File: src/rtl/instruction_fetch.sv
`default_nettype none
// ============================================================================
// Module   : instruction_fetch
// Purpose  : Front-end fetch stage. Owns the PC, issues one-word fetches,
//            buffers responses in an in-order queue and launches the queue
//            head to the ROB. Static redirect on JAL (and optionally on
//            backward branches); rob_flush restarts fetch at flush_pc.
// Options  : IF_BRANCH_BTFN_EN - backward-taken/forward-not-taken branches.
// Revision : 1.0 - initial release
// ============================================================================
module instruction_fetch #(
  parameter int IQ_SIZE  = 8,
  parameter int IQ_WIDTH = 3
) (
  input  logic        clk,
  input  logic        rst,
  input  logic        rdy,
  output logic        if_mem_req,
  output logic [31:0] if_mem_addr,
  input  logic        mem_if_valid,
  input  logic [31:0] mem_if_data,
  input  logic        rob_full,
  output logic        if_ins_launch_flag,
  output logic [31:0] if_ins,
  output logic [31:0] if_ins_pc,
  output logic        if_ins_pred_taken,
  input  logic        rob_flush,
  input  logic [31:0] flush_pc
);

  typedef enum logic [1:0] {
    S_IDLE    = 2'd0,
    S_WAIT    = 2'd1,
    S_DISCARD = 2'd2
  } state_t;

  localparam logic [6:0]          C_OP_JAL    = 7'b1101111;
  // Issue a new fetch only while the queue can still absorb its response.
  localparam logic [IQ_WIDTH:0]   C_ISSUE_MAX = (IQ_WIDTH+1)'(IQ_SIZE - 2);
  // After an enqueue, chain the next fetch only if there is room left.
  localparam logic [IQ_WIDTH:0]   C_CHAIN_MAX = (IQ_WIDTH+1)'(IQ_SIZE - 3);
  localparam logic [IQ_WIDTH:0]   C_CNT_ONE   = (IQ_WIDTH+1)'(1);
  localparam logic [IQ_WIDTH-1:0] C_PTR_ONE   = (IQ_WIDTH)'(1);

  state_t              r_state, w_state_nxt;
  logic [31:0]         r_pc, w_pc_nxt;
  logic                r_mem_req, w_mem_req_nxt;
  logic [31:0]         r_mem_addr, w_mem_addr_nxt;
  logic                w_enq;
  logic                w_launch;
  logic [31:0]         w_next_pc;
  logic                w_pred;
  logic [31:0]         w_jal_imm;

  logic [31:0]         r_q_ins  [IQ_SIZE];
  logic [31:0]         r_q_pc   [IQ_SIZE];
  logic                r_q_pred [IQ_SIZE];
  logic [IQ_WIDTH-1:0] r_head, r_tail;
  logic [IQ_WIDTH:0]   r_count;

`ifdef IF_BRANCH_BTFN_EN
  localparam logic [6:0] C_OP_BRANCH = 7'b1100011;
  logic [31:0] w_br_imm;
  assign w_br_imm = {{20{mem_if_data[31]}}, mem_if_data[7], mem_if_data[30:25],
                     mem_if_data[11:8], 1'b0};
`else
  // rd/branch-immediate bits carry no meaning when branches are not predicted.
  logic w_unused_br_bits;
  assign w_unused_br_bits = ^mem_if_data[11:7];
`endif

  assign w_jal_imm = {{12{mem_if_data[31]}}, mem_if_data[19:12], mem_if_data[20],
                      mem_if_data[30:21], 1'b0};

  assign w_launch           = (r_count != '0) && !rob_full && !rob_flush && rdy;
  assign if_ins_launch_flag = w_launch;
  assign if_ins             = r_q_ins[r_head];
  assign if_ins_pc          = r_q_pc[r_head];
  assign if_ins_pred_taken  = r_q_pred[r_head];
  assign if_mem_req         = r_mem_req;
  assign if_mem_addr        = r_mem_addr;

  // Static next-PC prediction for the instruction currently returning.
  always_comb begin
    w_next_pc = r_pc + 32'd4;
    w_pred    = 1'b0;
    if (mem_if_data[6:0] == C_OP_JAL) begin
      w_next_pc = r_pc + w_jal_imm;
      w_pred    = 1'b1;
    end
`ifdef IF_BRANCH_BTFN_EN
    else if ((mem_if_data[6:0] == C_OP_BRANCH) && w_br_imm[31]) begin
      w_next_pc = r_pc + w_br_imm;
      w_pred    = 1'b1;
    end
`endif
  end

  // Fetch FSM next-state, next request and next PC; flush outranks all else.
  always_comb begin
    w_state_nxt    = r_state;
    w_pc_nxt       = r_pc;
    w_mem_req_nxt  = r_mem_req;
    w_mem_addr_nxt = r_mem_addr;
    w_enq          = 1'b0;
    case (r_state)
      S_IDLE: begin
        if (rob_flush) begin
          w_pc_nxt = flush_pc;
        end else if (r_count <= C_ISSUE_MAX) begin
          w_state_nxt    = S_WAIT;
          w_mem_req_nxt  = 1'b1;
          w_mem_addr_nxt = r_pc;
        end
      end
      S_WAIT: begin
        if (rob_flush) begin
          w_pc_nxt      = flush_pc;
          w_mem_req_nxt = 1'b0;
          // A response landing with the flush is dropped and fully retired.
          w_state_nxt   = mem_if_valid ? S_IDLE : S_DISCARD;
        end else if (mem_if_valid) begin
          w_enq    = 1'b1;
          w_pc_nxt = w_next_pc;
          if (r_count <= C_CHAIN_MAX) begin
            w_mem_addr_nxt = w_next_pc;
          end else begin
            w_mem_req_nxt = 1'b0;
            w_state_nxt   = S_IDLE;
          end
        end
      end
      S_DISCARD: begin
        if (rob_flush) begin
          w_pc_nxt = flush_pc;
        end
        // The wrong-path response retires the outstanding request.
        if (mem_if_valid) begin
          w_state_nxt = S_IDLE;
        end
      end
      default: begin
        w_state_nxt   = S_IDLE;
        w_mem_req_nxt = 1'b0;
      end
    endcase
  end

  // FSM, PC and request registers; everything holds while rdy is low.
  always_ff @(posedge clk) begin
    if (rst) begin
      r_state    <= S_IDLE;
      r_pc       <= 32'd0;
      r_mem_req  <= 1'b0;
      r_mem_addr <= 32'd0;
    end else if (rdy) begin
      r_state    <= w_state_nxt;
      r_pc       <= w_pc_nxt;
      r_mem_req  <= w_mem_req_nxt;
      r_mem_addr <= w_mem_addr_nxt;
    end
  end

  // Queue entry storage; written at the tail on every accepted response.
  always_ff @(posedge clk) begin
    if (rdy && w_enq) begin
      r_q_ins[r_tail]  <= mem_if_data;
      r_q_pc[r_tail]   <= r_pc;
      r_q_pred[r_tail] <= w_pred;
    end
  end

  // Queue pointers and occupancy; a flush empties the queue outright.
  always_ff @(posedge clk) begin
    if (rst) begin
      r_head  <= '0;
      r_tail  <= '0;
      r_count <= '0;
    end else if (rdy) begin
      if (rob_flush) begin
        r_head  <= '0;
        r_tail  <= '0;
        r_count <= '0;
      end else begin
        if (w_enq) begin
          r_tail <= r_tail + C_PTR_ONE;
        end
        if (w_launch) begin
          r_head <= r_head + C_PTR_ONE;
        end
        case ({w_enq, w_launch})
          2'b10:   r_count <= r_count + C_CNT_ONE;
          2'b01:   r_count <= r_count - C_CNT_ONE;
          default: r_count <= r_count;
        endcase
      end
    end
  end

endmodule
`default_nettype wire
File: config.mk
export PLATFORM = sky130hd
export DESIGN_NAME = instruction_fetch
export DESIGN_NICKNAME = d
export VERILOG_FILES = /design/src/rtl/instruction_fetch.sv
export SDC_FILE = /design/constraint.sdc
export NUM_CORES = 1
export LEC_CHECK = 0
export ABC_CLOCK_PERIOD_IN_PS = 27600
export CAP_MARGIN = 40
export CORE_MARGIN = 4
export CORE_UTILIZATION = 30
export DETAILED_ROUTE_END_ITERATION = 12
export PLACE_DENSITY = 0.46
export SETUP_SLACK_MARGIN = 0.02
export SLEW_MARGIN = 0
export SYNTH_ARGS = -nofsm -noshare
export SYNTH_HDL_FRONTEND = slang
export SYNTH_SLANG_ARGS = --single-unit
File: constraint.sdc
create_clock -name clk -period 27.6 [get_ports clk]
set_input_delay 5.52 -clock clk [delete_from_list [all_inputs] [get_ports clk]]
set_output_delay 5.52 -clock clk [all_outputs]
set_load 0.02 [all_outputs]
# Word level (Yosys, flattened, before mapping)
# Memories as Yosys holds them, arrays and structs flattened. A register that Yosys moved wholly into a read port is not among the register bits.
# Cells that the tools add are included.
# word_totals
output_inout_bits	99
mem_count	3
ram_bits	520
ff_bits	77
# op_classes
n_reduce_logical	21
n_lt_le_gt_ge	2
bitwise	1
muxes	43
n_eq_ne	14
add_sub_neg	6
# mem_list
memory	depth	width	rd	rd_clocked_by_memory_dff	write_ports	line	rtl
r_q_ins	8	32	1	1	1	55	logic [31:0] r_q_ins [IQ_SIZE];
r_q_pc	8	32	1	1	1	56	logic [31:0] r_q_pc [IQ_SIZE];
r_q_pred	8	1	1	1	1	57	logic r_q_pred [IQ_SIZE];
# op_table
operator	count
two-way mux 32 bit	9
case mux 32 bit (2 select lines)	2
adder 32 x 3 -> 32 bit (second input constant)	1
adder 32 bit	1
two-way mux 3 bit	10
two-way mux 2 bit	7
!= test 2 bit (second input constant)	6
AND reduction 6 bit	2
two-way mux 1 bit	11
<= comparator 4 x 3 -> 1 bit (second input constant)	2
case mux 4 bit (2 select lines)	1
nonzero test 2 bit	4
== test 7 bit (second input constant)	1
AND reduction 7 bit	1
adder 3 x 1 -> 3 bit (second input constant)	2
!= test 3 bit (second input constant)	2
case mux 2 bit (3 select lines)	1
AND reduction 2 bit	3
adder 4 x 1 -> 4 bit (second input constant)	1
== test 2 x 1 -> 1 bit (second input constant)	2
== test 2 bit (second input constant)	2
logical AND 1 bit	4
two-way mux 4 bit	1
AND reduction 4 bit	1
9 further kinds	10

# Logic depth before layout (Yosys ltp)
# depth
depth_word	8
mapped_depth	12

# Least setup slack after synthesis
# Ideal clock, no wire load.
# synth_timing
kind	in2reg
startpoint	in rob_flush
endpoint	mem r_q_ins[0][0], enable pin
stages	6
path_buffers	2
required_ps	26952
path_slack_ps	14309
setup_ps	648
arrival_time_ps	12643
path_cell_list	clkbuf_1 -> a21o_1 -> and3_1 -> clkbuf_1 -> nand2_1 -> nor4_1
# synth_between
elab_chain_cells	5
# synth_lines
item	line	rtl
from (decl)	27	input logic rob_flush,
two-way mux 1 bit	117	if (rob_flush) begin
two-way mux 1 bit	106	case (r_state)
logical AND 1 bit	166	if (rdy && w_enq) begin
two-way mux 1 bit	166	
two-way mux 1 bit (not written as such)	167	r_q_ins[r_tail] <= mem_if_data;
to (decl)	55	
# Every way passes these cells.

# Worst setup path in the final report
# layout_timing
startpoint	in rob_flush
endpoint	out if_ins_launch_flag
# layout_between
elab_chain_cells	3
# layout_lines
item	line	rtl
logical NOT 1 bit	75	assign w_launch = (r_count != '0) && !rob_full && !rob_flush && rdy;
logical AND 1 bit (2 in a row)	75	
to (decl)	23	output logic if_ins_launch_flag,
# Every way passes these cells.

==> results.toml <==
[placed_design]
dp.cells = 2894
placement.cell_area_mm2 = 0.0292
place_ws_ns = 14.44
gp_congestion = 0.829
place_hpwl_um = 45100
io_buffers = 168

[final_layout]
post_synthesis_to_final_layout_area_growth_pct = 20.3
drive_above_1_share_pct = 19.7
layoutNonFillerInstCount = 3020
fin_nets = 1927
finish.instance_area_mm2 = 0.0313

[job]
cap_violations = 0

[floorplan]
dieArea_mm2 = 0.0915
start_util_pct = 30.4
die_height_um = 302
die_width_um = 302
io-pin-count = 169
std_cell_rows = 107
core_region_area_mm2 = 0.0855

[timing]
worst_slew_margin_rel_pct = 42.7
timing.final.ws_setup_ns = 14.44
hold_viol = 0
period_needed_ns = 13.16
hold_slack_ns = 0.480
clock-skew-final_ns = 0.0213
maxSlewViolCount = 0
maxClockFrequency_mhz = 76.0
totalNegativeSetupSlack_ns = 0
timing.final.setup_violations = 0
timing_worst_slew_pin_value_ns = 0.858
post-route-period-util_pct = 47.7
grt_setup_unrepaired = "no"

[worst_setup_path]
crit_end = "if_ins_launch_flag"
arrival_ns = 7.64
worst_setup_path_start_kind = "primary input"
required_ns = 22.08
critPathMaxFanout = 14
r2r_start = "r_pc[2]"
timing.setup.critical_path_class = "in -> out"
r2r_cells = 9
reg2reg_to = "if_mem_addr[25]"
worstSetupEndpointType = "output port"
crit_path_start = "rob_flush"
minimum_setup_slack_among_reg_to_reg_paths_ns = 24.04

[synth]
synth_commonest_cells = "sky130_fd_sc_hd__edfxtp_1, sky130_fd_sc_hd__mux4_2, sky130_fd_sc_hd__nor2_1"
synth_compound_area_share_pct = 7.51
synthesis.nets = 1746
synthAdderAreaFrac_pct = 1.84
synth_ff_type = "sky130_fd_sc_hd__edfxtp_1"
edff_count_synth = 520
ys.warnings.count = 0
synth.top_cells.by_area = "sky130_fd_sc_hd__edfxtp_1, sky130_fd_sc_hd__mux4_2, sky130_fd_sc_hd__dfxtp_1"
post_syn_area_per_cell_um2 = 15.9
async_reset_ff_share_pct = 0
synth_cell_types = 82
synth_top_area_share_pct = 60.0
synth_simple_gate_area_share_pct = 6.78
most_repeated_cell_in_the_gate_level_netlist_after_synthesis = "sky130_fd_sc_hd__edfxtp_1"
synth_top_cell_by_area = "sky130_fd_sc_hd__edfxtp_1"
netlist_area_mm2 = 0.0260
postSynthCellCount = 1639
main_combinational_cell_family_by_area_after_synthesis = "multiplexers"
share_of_synthesized_area_spent_on_multiplexers_pct = 14.4
synth_seq_area_share_pct = 66.2
post_synthesis_share_of_cell_area_spent_on_xor_and_xnor_gates_pct = 1.28
postSynthRegisterBits = 600

[clock_tree]
tritoncts_clock_tree = "built"
htreeDepth = 3
cts_sink_count = 600
cts_hold_buf = 0
clkLatencyLatePin_ns = 0.62
ctsLongestPathBuffers = 3
cts.repair.resized = 0
cts_inserted_buffers = 68
cts-root-buf = "sky130_fd_sc_hd__clkbuf_16"
clkSlewWorstSetupHoldPaths_ns = 0.06
cts.repair_timing.setup_buffer_count = 0

[drt]
via_density_per_instance = 5.13
ant_nets = 0
routed_wl_um = 73400
iter_0_drt_violations = 1205
drt-pass1-iter-count = 8
route.detailed.drc = 0
avgRoutedWirePerCell_um = 24.3
detailroute.via_count = 15500

[status]
outcome = "finished, final reports clean"

[global_route]
number_of_global_route_vias_before_repair = 15900
grt_start_max_net_pins = 62
initial_antenna_violation_count = 3
global_route.usage.total_pct = 16.0
wire_length_of_the_first_global_routing_pass_um = 108000
grt_overflow_total = 0

[pwr]
worst_case_vdd_ir_drop_mv = 0.0336
power.density_cell_area_mw_per_mm2 = 62.9
leakage_power_figure_nw = 9.84

[min_path]
hold_path.class = "reg -> reg"
[final cells by class]
class / instances / area [um^2]
Fill cell: 8047 / 54300
Sequential cell: 600 / 17200
Multi-Input combinational cell: 924 / 8330
Timing Repair Buffer: 209 / 2170
Clock buffer: 90 / 1800
Tap cell: 1144 / 1430
Clock inverter: 35 / 265
Inverter: 17 / 63.8
Antenna cell: 1 / 2.50
[layout by cell type (no fill, tap or decap), types with 20 or more instances in the layout]
master	instances
sky130_fd_sc_hd__edfxtp_1	520
sky130_fd_sc_hd__clkdlybuf4s50_1	167
sky130_fd_sc_hd__mux4_2	130
sky130_fd_sc_hd__nor2_1	108
sky130_fd_sc_hd__nand2_1	97
sky130_fd_sc_hd__dfxtp_1	77
sky130_fd_sc_hd__a21oi_1	71
sky130_fd_sc_hd__clkbuf_16	68
sky130_fd_sc_hd__mux2_2	67
sky130_fd_sc_hd__o21ai_0	51
sky130_fd_sc_hd__a211oi_1	35
sky130_fd_sc_hd__ha_1	35
sky130_fd_sc_hd__nor3_1	33
sky130_fd_sc_hd__buf_4	31
sky130_fd_sc_hd__nand3_1	23
sky130_fd_sc_hd__xnor2_1	21
sky130_fd_sc_hd__clkbuf_1	20
[worst min-delay path by stage]
| stage | from | end | slack, ns | cells past startpoint |
|---|---|---|---|---|
| 3_3_place_gp | if_mem_addr[0] | if_mem_addr[0] | 0.47 | 2 |
| 2_1_floorplan | r_head[1] | flop | 0.47 | 2 |
| 4_1_cts | if_mem_addr[0] | if_mem_addr[0] | 0.47 | 2 |
| 5_1_grt | if_mem_addr[0] | if_mem_addr[0] | 0.52 | 2 |
| 6_report | if_mem_addr[0] | if_mem_addr[0] | 0.48 | 2 |
| 3_5_place_dp | if_mem_addr[0] | if_mem_addr[0] | 0.46 | 2 |
[critical path, cell delays in order]
cell and delay (ns):
sky130_fd_sc_hd__clkdlybuf4s50_1 0.64, sky130_fd_sc_hd__nand2b_1 0.31, sky130_fd_sc_hd__or3_1 0.41, sky130_fd_sc_hd__inv_1 0.14, sky130_fd_sc_hd__clkdlybuf4s50_1 0.62
[metrics by stage]
stage | total power, mW | util (%)
2_1_floorplan | 1.09 | -
3_3_place_gp | 1.15 | 33.8
3_5_place_dp | 1.15 | 34.2
4_1_cts | 1.99 | 36.6
5_1_grt | 2.04 | 36.6
6_report | 1.97 | 36.6
[registers in the layout (all words and copies together), names as in the netlist, named ones only]
name and flops:
r_count 4, r_pc 32, r_tail 3, r_state 2, r_q_pred 8, r_q_pc 256, if_mem_req 1, r_q_ins 256
r_head 3, if_mem_addr 32
[per-layer routing]
metal	track usage [%]	share of wire [%]	vias to the layer above	wire (um)
met1	23.1	47	8005	34300
li1	-	-	6924	-
met5	0	0.033	-	24
met4	3.65	1.5	4	1130
met2	25.4	46	476	34000
met3	2.67	5.4	92	3960
[report_power, final]
group | internal, mW | switching [mW] | total [mW]
Combinational | 0.0463 | 0.0714 | 0.118
Sequential | 0.994 | 0.0194 | 1.01
Clock | 0.474 | 0.363 | 0.837
[kinds of logic (layout without fill, tap and decap cells)]
group                    count (synthesis)  count (layout)
AO/OA/AOI/OAI                          287             287
multiplexers                           203             203
XOR/XNOR                                38              38
other                                    0               1
flip-flops                             600             600
buffers and inverters                  115             351
adder cells (fa/ha/maj)                 37              37
AND/OR/NAND/NOR                        359             359
No activity file was read; power rests on OpenSTA's default activity.
==> variant 1 (same flow settings) <==
Reset style: asynchronous (`rst`), changed in 2 clocked blocks.
--- a/src/rtl/instruction_fetch.sv
+++ b/src/rtl/instruction_fetch.sv
@@ -148,5 +148,5 @@
 
   // FSM, PC and request registers; everything holds while rdy is low.
-  always_ff @(posedge clk) begin
+  always_ff @(posedge clk or posedge rst) begin
     if (rst) begin
       r_state    <= S_IDLE;
@@ -172,5 +172,5 @@
 
   // Queue pointers and occupancy; a flush empties the queue outright.
-  always_ff @(posedge clk) begin
+  always_ff @(posedge clk or posedge rst) begin
     if (rst) begin
       r_head  <= '0;
Formal check against the unedited RTL: not equivalent (Yosys sat finds a counterexample within 4 cycles, from zero or initial values and one cycle with rst high; the reset may be asserted at any time).
==> variant 1 against the original RTL <==
Sequential cell count decreased by 3; routed wire length is 0.85% lower; worst setup slack worse by 0.17 ns; area after synthesis shrank 0.43%; final area about the same; sequential share of layout area increased by 1.1 points; first-iteration DRC count up 4.6%; critical endpoint unchanged.
Power is not compared: it rests on default switching activity, and its combinational part moved more than twofold at a synthesized area within 25%.
==> variant 1: results (changes against the original RTL) <==
synth-seq-area-share_pct: 67.73  # was 66.19%
total_of_cells_resized_after_clock_tree_synthesis: 0  # unchanged
grt_pass1_wl_um: 107900  # was 108000 um
slowest_delay_ns: 0.78  # was 0.64 ns
rr_startpoint: "r_pc[17]$_DFFE_PP0P_"  # was r_pc[2]$_SDFFE_PP0P_
post_synth_cell_types: 71  # was 82
timing.clock.skew_ns: 0.02724  # was 0.02126 ns
timing.hold.worst_endpoint: "if_mem_addr[5]$_DFFE_PP0P_"  # was if_mem_addr[0]$_SDFFE_PP0P_
share_of_post_route_cells_with_drive_strength_above_1_pct: 19.35  # was 19.73%
terminus_of_the_critical_flop_to_flop_path: "r_pc[26]$_DFFE_PP0P_"  # was if_mem_addr[25]$_SDFFE_PP0P_
slew-limit-headroom_pct: 43.15  # was 42.66%
dpl.cell_count: 2848  # was 2894
mappedNetlistNets: 1686  # was 1746
drt_pre_antenna_iters: 5  # was 8
antenna_found_initial: 5  # was 3
fillers: 8142  # was 8047
place_ws_ns: 14.32  # was 14.44 ns
fmax_mhz: 75.00  # was 75.99 MHz
initialDrtViolationCount: 1261  # was 1205
synth_compound_gate_area_share_pct: 6.996  # was 7.509%
final-instance-count-excl-fill: 2974  # was 3020
ys_async_sr_fraction_pct: 12.90  # was 0%
worst_case_register_to_register_setup_slack_ns: 23.87  # was 24.04 ns
cp_max_fo: 15  # was 14
crit_arrival_ns: 7.81  # was 7.64 ns
gr-usage-all-layers_pct: 16.04  # was 15.98%
post-dp-hpwl_um: 45590  # was 45060 um
maximum_number_of_pins_on_one_net_before_global_route_repair: 53  # was 62
critical_path.slowest_cell: "sky130_fd_sc_hd__nor4b_2"  # was sky130_fd_sc_hd__clkdlybuf4s50_1
post_synthesis_average_cell_area_sq_um: 16.40  # was 15.87 sq um
cell_types_with_the_highest_counts_after_synthesis: "520 x sky130_fd_sc_hd__edfxtp_1, 130 x sky130_fd_sc_hd__mux4_2, 103 x sky130_fd_sc_hd__nand2_1, 86 x sky130_fd_sc_hd__a21oi_1"  # was 520 x sky130_fd_sc_hd__edfxtp_1, 130 x sky130_fd_sc_hd__mux4_2, 111 x sky130_fd_sc_hd__nor2_1, 97 x sky130_fd_sc_hd__nand2_1, 80 x sky130_fd_sc_hd__dfxtp_1
nets: 1881  # was 1927
outcome: "finished clean"  # unchanged
placement.cell_area_sq_mm: 0.02917  # was 0.02922 sq mm
dr_total_vias: 15160  # was 15500
first_global_vias: 15720  # was 15880
ctsRootBufferMaster: "sky130_fd_sc_hd__clkbuf_16"  # unchanged
totalWireLength_um: 72820  # was 73450 um
variant 1: changes by cell type after synthesis, sizes merged, moves of 11 or more:
cell    delta
a21oi     +14
nor2      -34
dfrtp     +77
o21a      +11
nor3      -20
dfxtp     -80
a211oi    -24
buf       -11
and3      +18
a311oi    -14
variant 1: routing by layer:
metal | GRT usage, % | vias up | share of wire [%]
met5 | 0 | - | 0.030
met3 | 3.818 | 86 | 6.0
met4 | 3.271 | 4 | 1.7
li1 | - | 6741 | -
met2 | 24.59 | 417 | 46
met1 | 23.38 | 7914 | 47
variant 1: area by class of cell:
type | instances | area (sq um) | share of cell area [%]
timing repair buffer | 206 | 2079 | 6.649
antenna | 1 | 2.502 | 0.008001
clock buffer | 92 | 1894 | 6.056
sequential | 597 | 17550 | 56.12
multi-input combinational | 886 | 8045 | 25.72
tap | 1144 | 1431 | 4.576
clock inverter | 33 | 212.7 | 0.6801
inverter | 15 | 58.81 | 0.1880
==> variant 2 (same flow settings) <==
Made on the original files. `IQ_SIZE`: 8 -> 4.
--- a/src/rtl/instruction_fetch.sv
+++ b/src/rtl/instruction_fetch.sv
@@ -10,5 +10,5 @@
 // ============================================================================
 module instruction_fetch #(
-  parameter int IQ_SIZE  = 8,
+  parameter int IQ_SIZE  = 4,
   parameter int IQ_WIDTH = 3
 ) (
Function: no difference found for any inputs over 4 cycles, from zero or initial values and one cycle with rst high; that may be too few to reach the edited logic, so the function may still have changed.
==> variant 2 against the original RTL <==
Final area fell by 38%; synthesized cell count fell by 26%; first-iteration DRC count fell by 51%; via count is 33% lower; worst setup slack better by 0.052 ns; area after synthesis down 40%; sequential cell count shrank 263; sequential power is 44% lower; routed wire length is 38% lower; total power decreased by 38%.
==> variant 2: results (changes against the original RTL) <==
outcome: "finished clean"  # unchanged
synth-adder-area-share_pct: 3.357  # was 1.838%
gp_routability_congestion: 0.8325  # was 0.8286
max-vdd-ir-drop_uv: 35.65  # was 33.62 uV
mappedNetlistNets: 1319  # was 1746
initialDrtViolationCount: 592  # was 1205
totalWireLength_um: 45650  # was 73450 um
clock_tree.htree_level_count: 2  # was 3
power_leakage_uw: 0.006326  # was 0.009843 uW
slowest_delay_ns: 0.69  # was 0.64 ns
cell_types_with_the_highest_counts_after_synthesis: "260 x sky130_fd_sc_hd__edfxtp_1, 123 x sky130_fd_sc_hd__nand2_1, 112 x sky130_fd_sc_hd__nor2_1, 78 x sky130_fd_sc_hd__a21oi_1, 77 x sky130_fd_sc_hd__dfxtp_1"  # was 520 x sky130_fd_sc_hd__edfxtp_1, 130 x sky130_fd_sc_hd__mux4_2, 111 x sky130_fd_sc_hd__nor2_1, 97 x sky130_fd_sc_hd__nand2_1, 80 x sky130_fd_sc_hd__dfxtp_1
nets: 1475  # was 1927
cts.repair_timing.setup_buffer_count: 0  # unchanged
gr-usage-all-layers_pct: 16.14  # was 15.98%
clock_latency_ns: 0.55  # was 0.62 ns
placement.cell_area_sq_mm: 0.01798  # was 0.02922 sq mm
post_syn_instances: 1208  # was 1639
grt_pass1_wl_um: 68830  # was 108000 um
vias_per_cell: 5.033  # was 5.133
share_of_post_route_cells_with_drive_strength_above_1_pct: 11.63  # was 19.73%
maximum_number_of_pins_on_one_net_before_global_route_repair: 54  # was 62
diodes: 0  # was 1
registers_with_the_highest_flip_flop_counts: "r_q_ins x128, r_q_pc x128"  # was r_q_ins x256, r_q_pc x256
drt_pre_antenna_iters: 5  # was 8
place_ws_ns: 14.51  # was 14.44 ns
crit_arrival_ns: 7.59  # was 7.64 ns
synth_compound_gate_area_share_pct: 10.86  # was 7.509%
total_clock_buffers_created_by_cts: 39  # was 68
post-dp-hpwl_um: 29540  # was 45060 um
yosys-mux-area-fraction_pct: 9.773  # was 14.39%
timing.clock.skew_ns: 0.01880  # was 0.02126 ns
tightestPinTransition_ns: 0.8825  # was 0.8584 ns
dpl.cell_count: 2003  # was 2894
post_synth_cell_types: 65  # was 82
netlist_top_cells_area: "sky130_fd_sc_hd__edfxtp_1 50%, sky130_fd_sc_hd__dfxtp_1 9.9%, sky130_fd_sc_hd__mux4_2 9.4%"  # was sky130_fd_sc_hd__edfxtp_1 60%, sky130_fd_sc_hd__mux4_2 11%, sky130_fd_sc_hd__dfxtp_1 6.2%
cp_max_fo: 13  # was 14
first_global_vias: 10660  # was 15880
synth-seq-area-share_pct: 60.30  # was 66.19%
edff_count_synth: 260  # was 520
final-instance-count-excl-fill: 2073  # was 3020
synth_xor_xnor_area_share_pct: 2.486  # was 1.280%
-- variant 2: logic make-up (layout without fill, tap and decap cells) --
| family | count (synthesis) | count (layout) |
|---|---|---|
| and+or+nand+nor | 370 | 370 |
| muxes | 70 | 70 |
| AOI/OAI and AO/OA | 259 | 259 |
| adders and majority gates | 41 | 41 |
| DFF | 337 | 337 |
| buffers and inverters | 87 | 272 |
| xor gates and xnor gates | 44 | 44 |
-- variant 2: power breakdown --
group	leakage, uW	internal [uW]	switching [uW]
registers	0.00301	555	14.5
clock network	0.000638	334	203
logic	0.00267	46.0	66.2
total	0.00633	935	284
-- variant 2: path summary, 6_finish.rpt --
path                                     from                            to  slack, ns  cells after the start
setup / recovery                    rob_flush            if_ins_launch_flag      14.49                      4
hold / removal    if_mem_addr[0]$_SDFFE_PP0P_   if_mem_addr[0]$_SDFFE_PP0P_       0.45                      2
setup reg to reg         r_pc[1]$_SDFFE_PP0P_  if_mem_addr[29]$_SDFFE_PP0P_      24.18                     12
hold reg to reg   if_mem_addr[0]$_SDFFE_PP0P_   if_mem_addr[0]$_SDFFE_PP0P_       0.45                      2
-- variant 2: layout make-up --
cell class              count  area (sq um)
fillers                  4903         31900
flip-flops and latches    337          9356
multi-input cells         784          5854
repair buffers            185          1857
clock buffers              53          1059
well taps                 680         850.8
clock inverters            17         260.3
inverters                  17         63.81
-- variant 2: per-layer routing --
metal | routed length, um | track usage [%]
met1 | 21650 | 23.11
met2 | 20780 | 25.38
met3 | 2538 | 3.725
met4 | 678 | 3.239
met5 | 13 | 0
-- variant 2: tightest hold or removal path, cell delays in order (launching register included) --
cell and delay (ns):
sky130_fd_sc_hd__dfxtp_1 0.31, sky130_fd_sc_hd__nand2_1 0.05, sky130_fd_sc_hd__a21oi_1 0.05
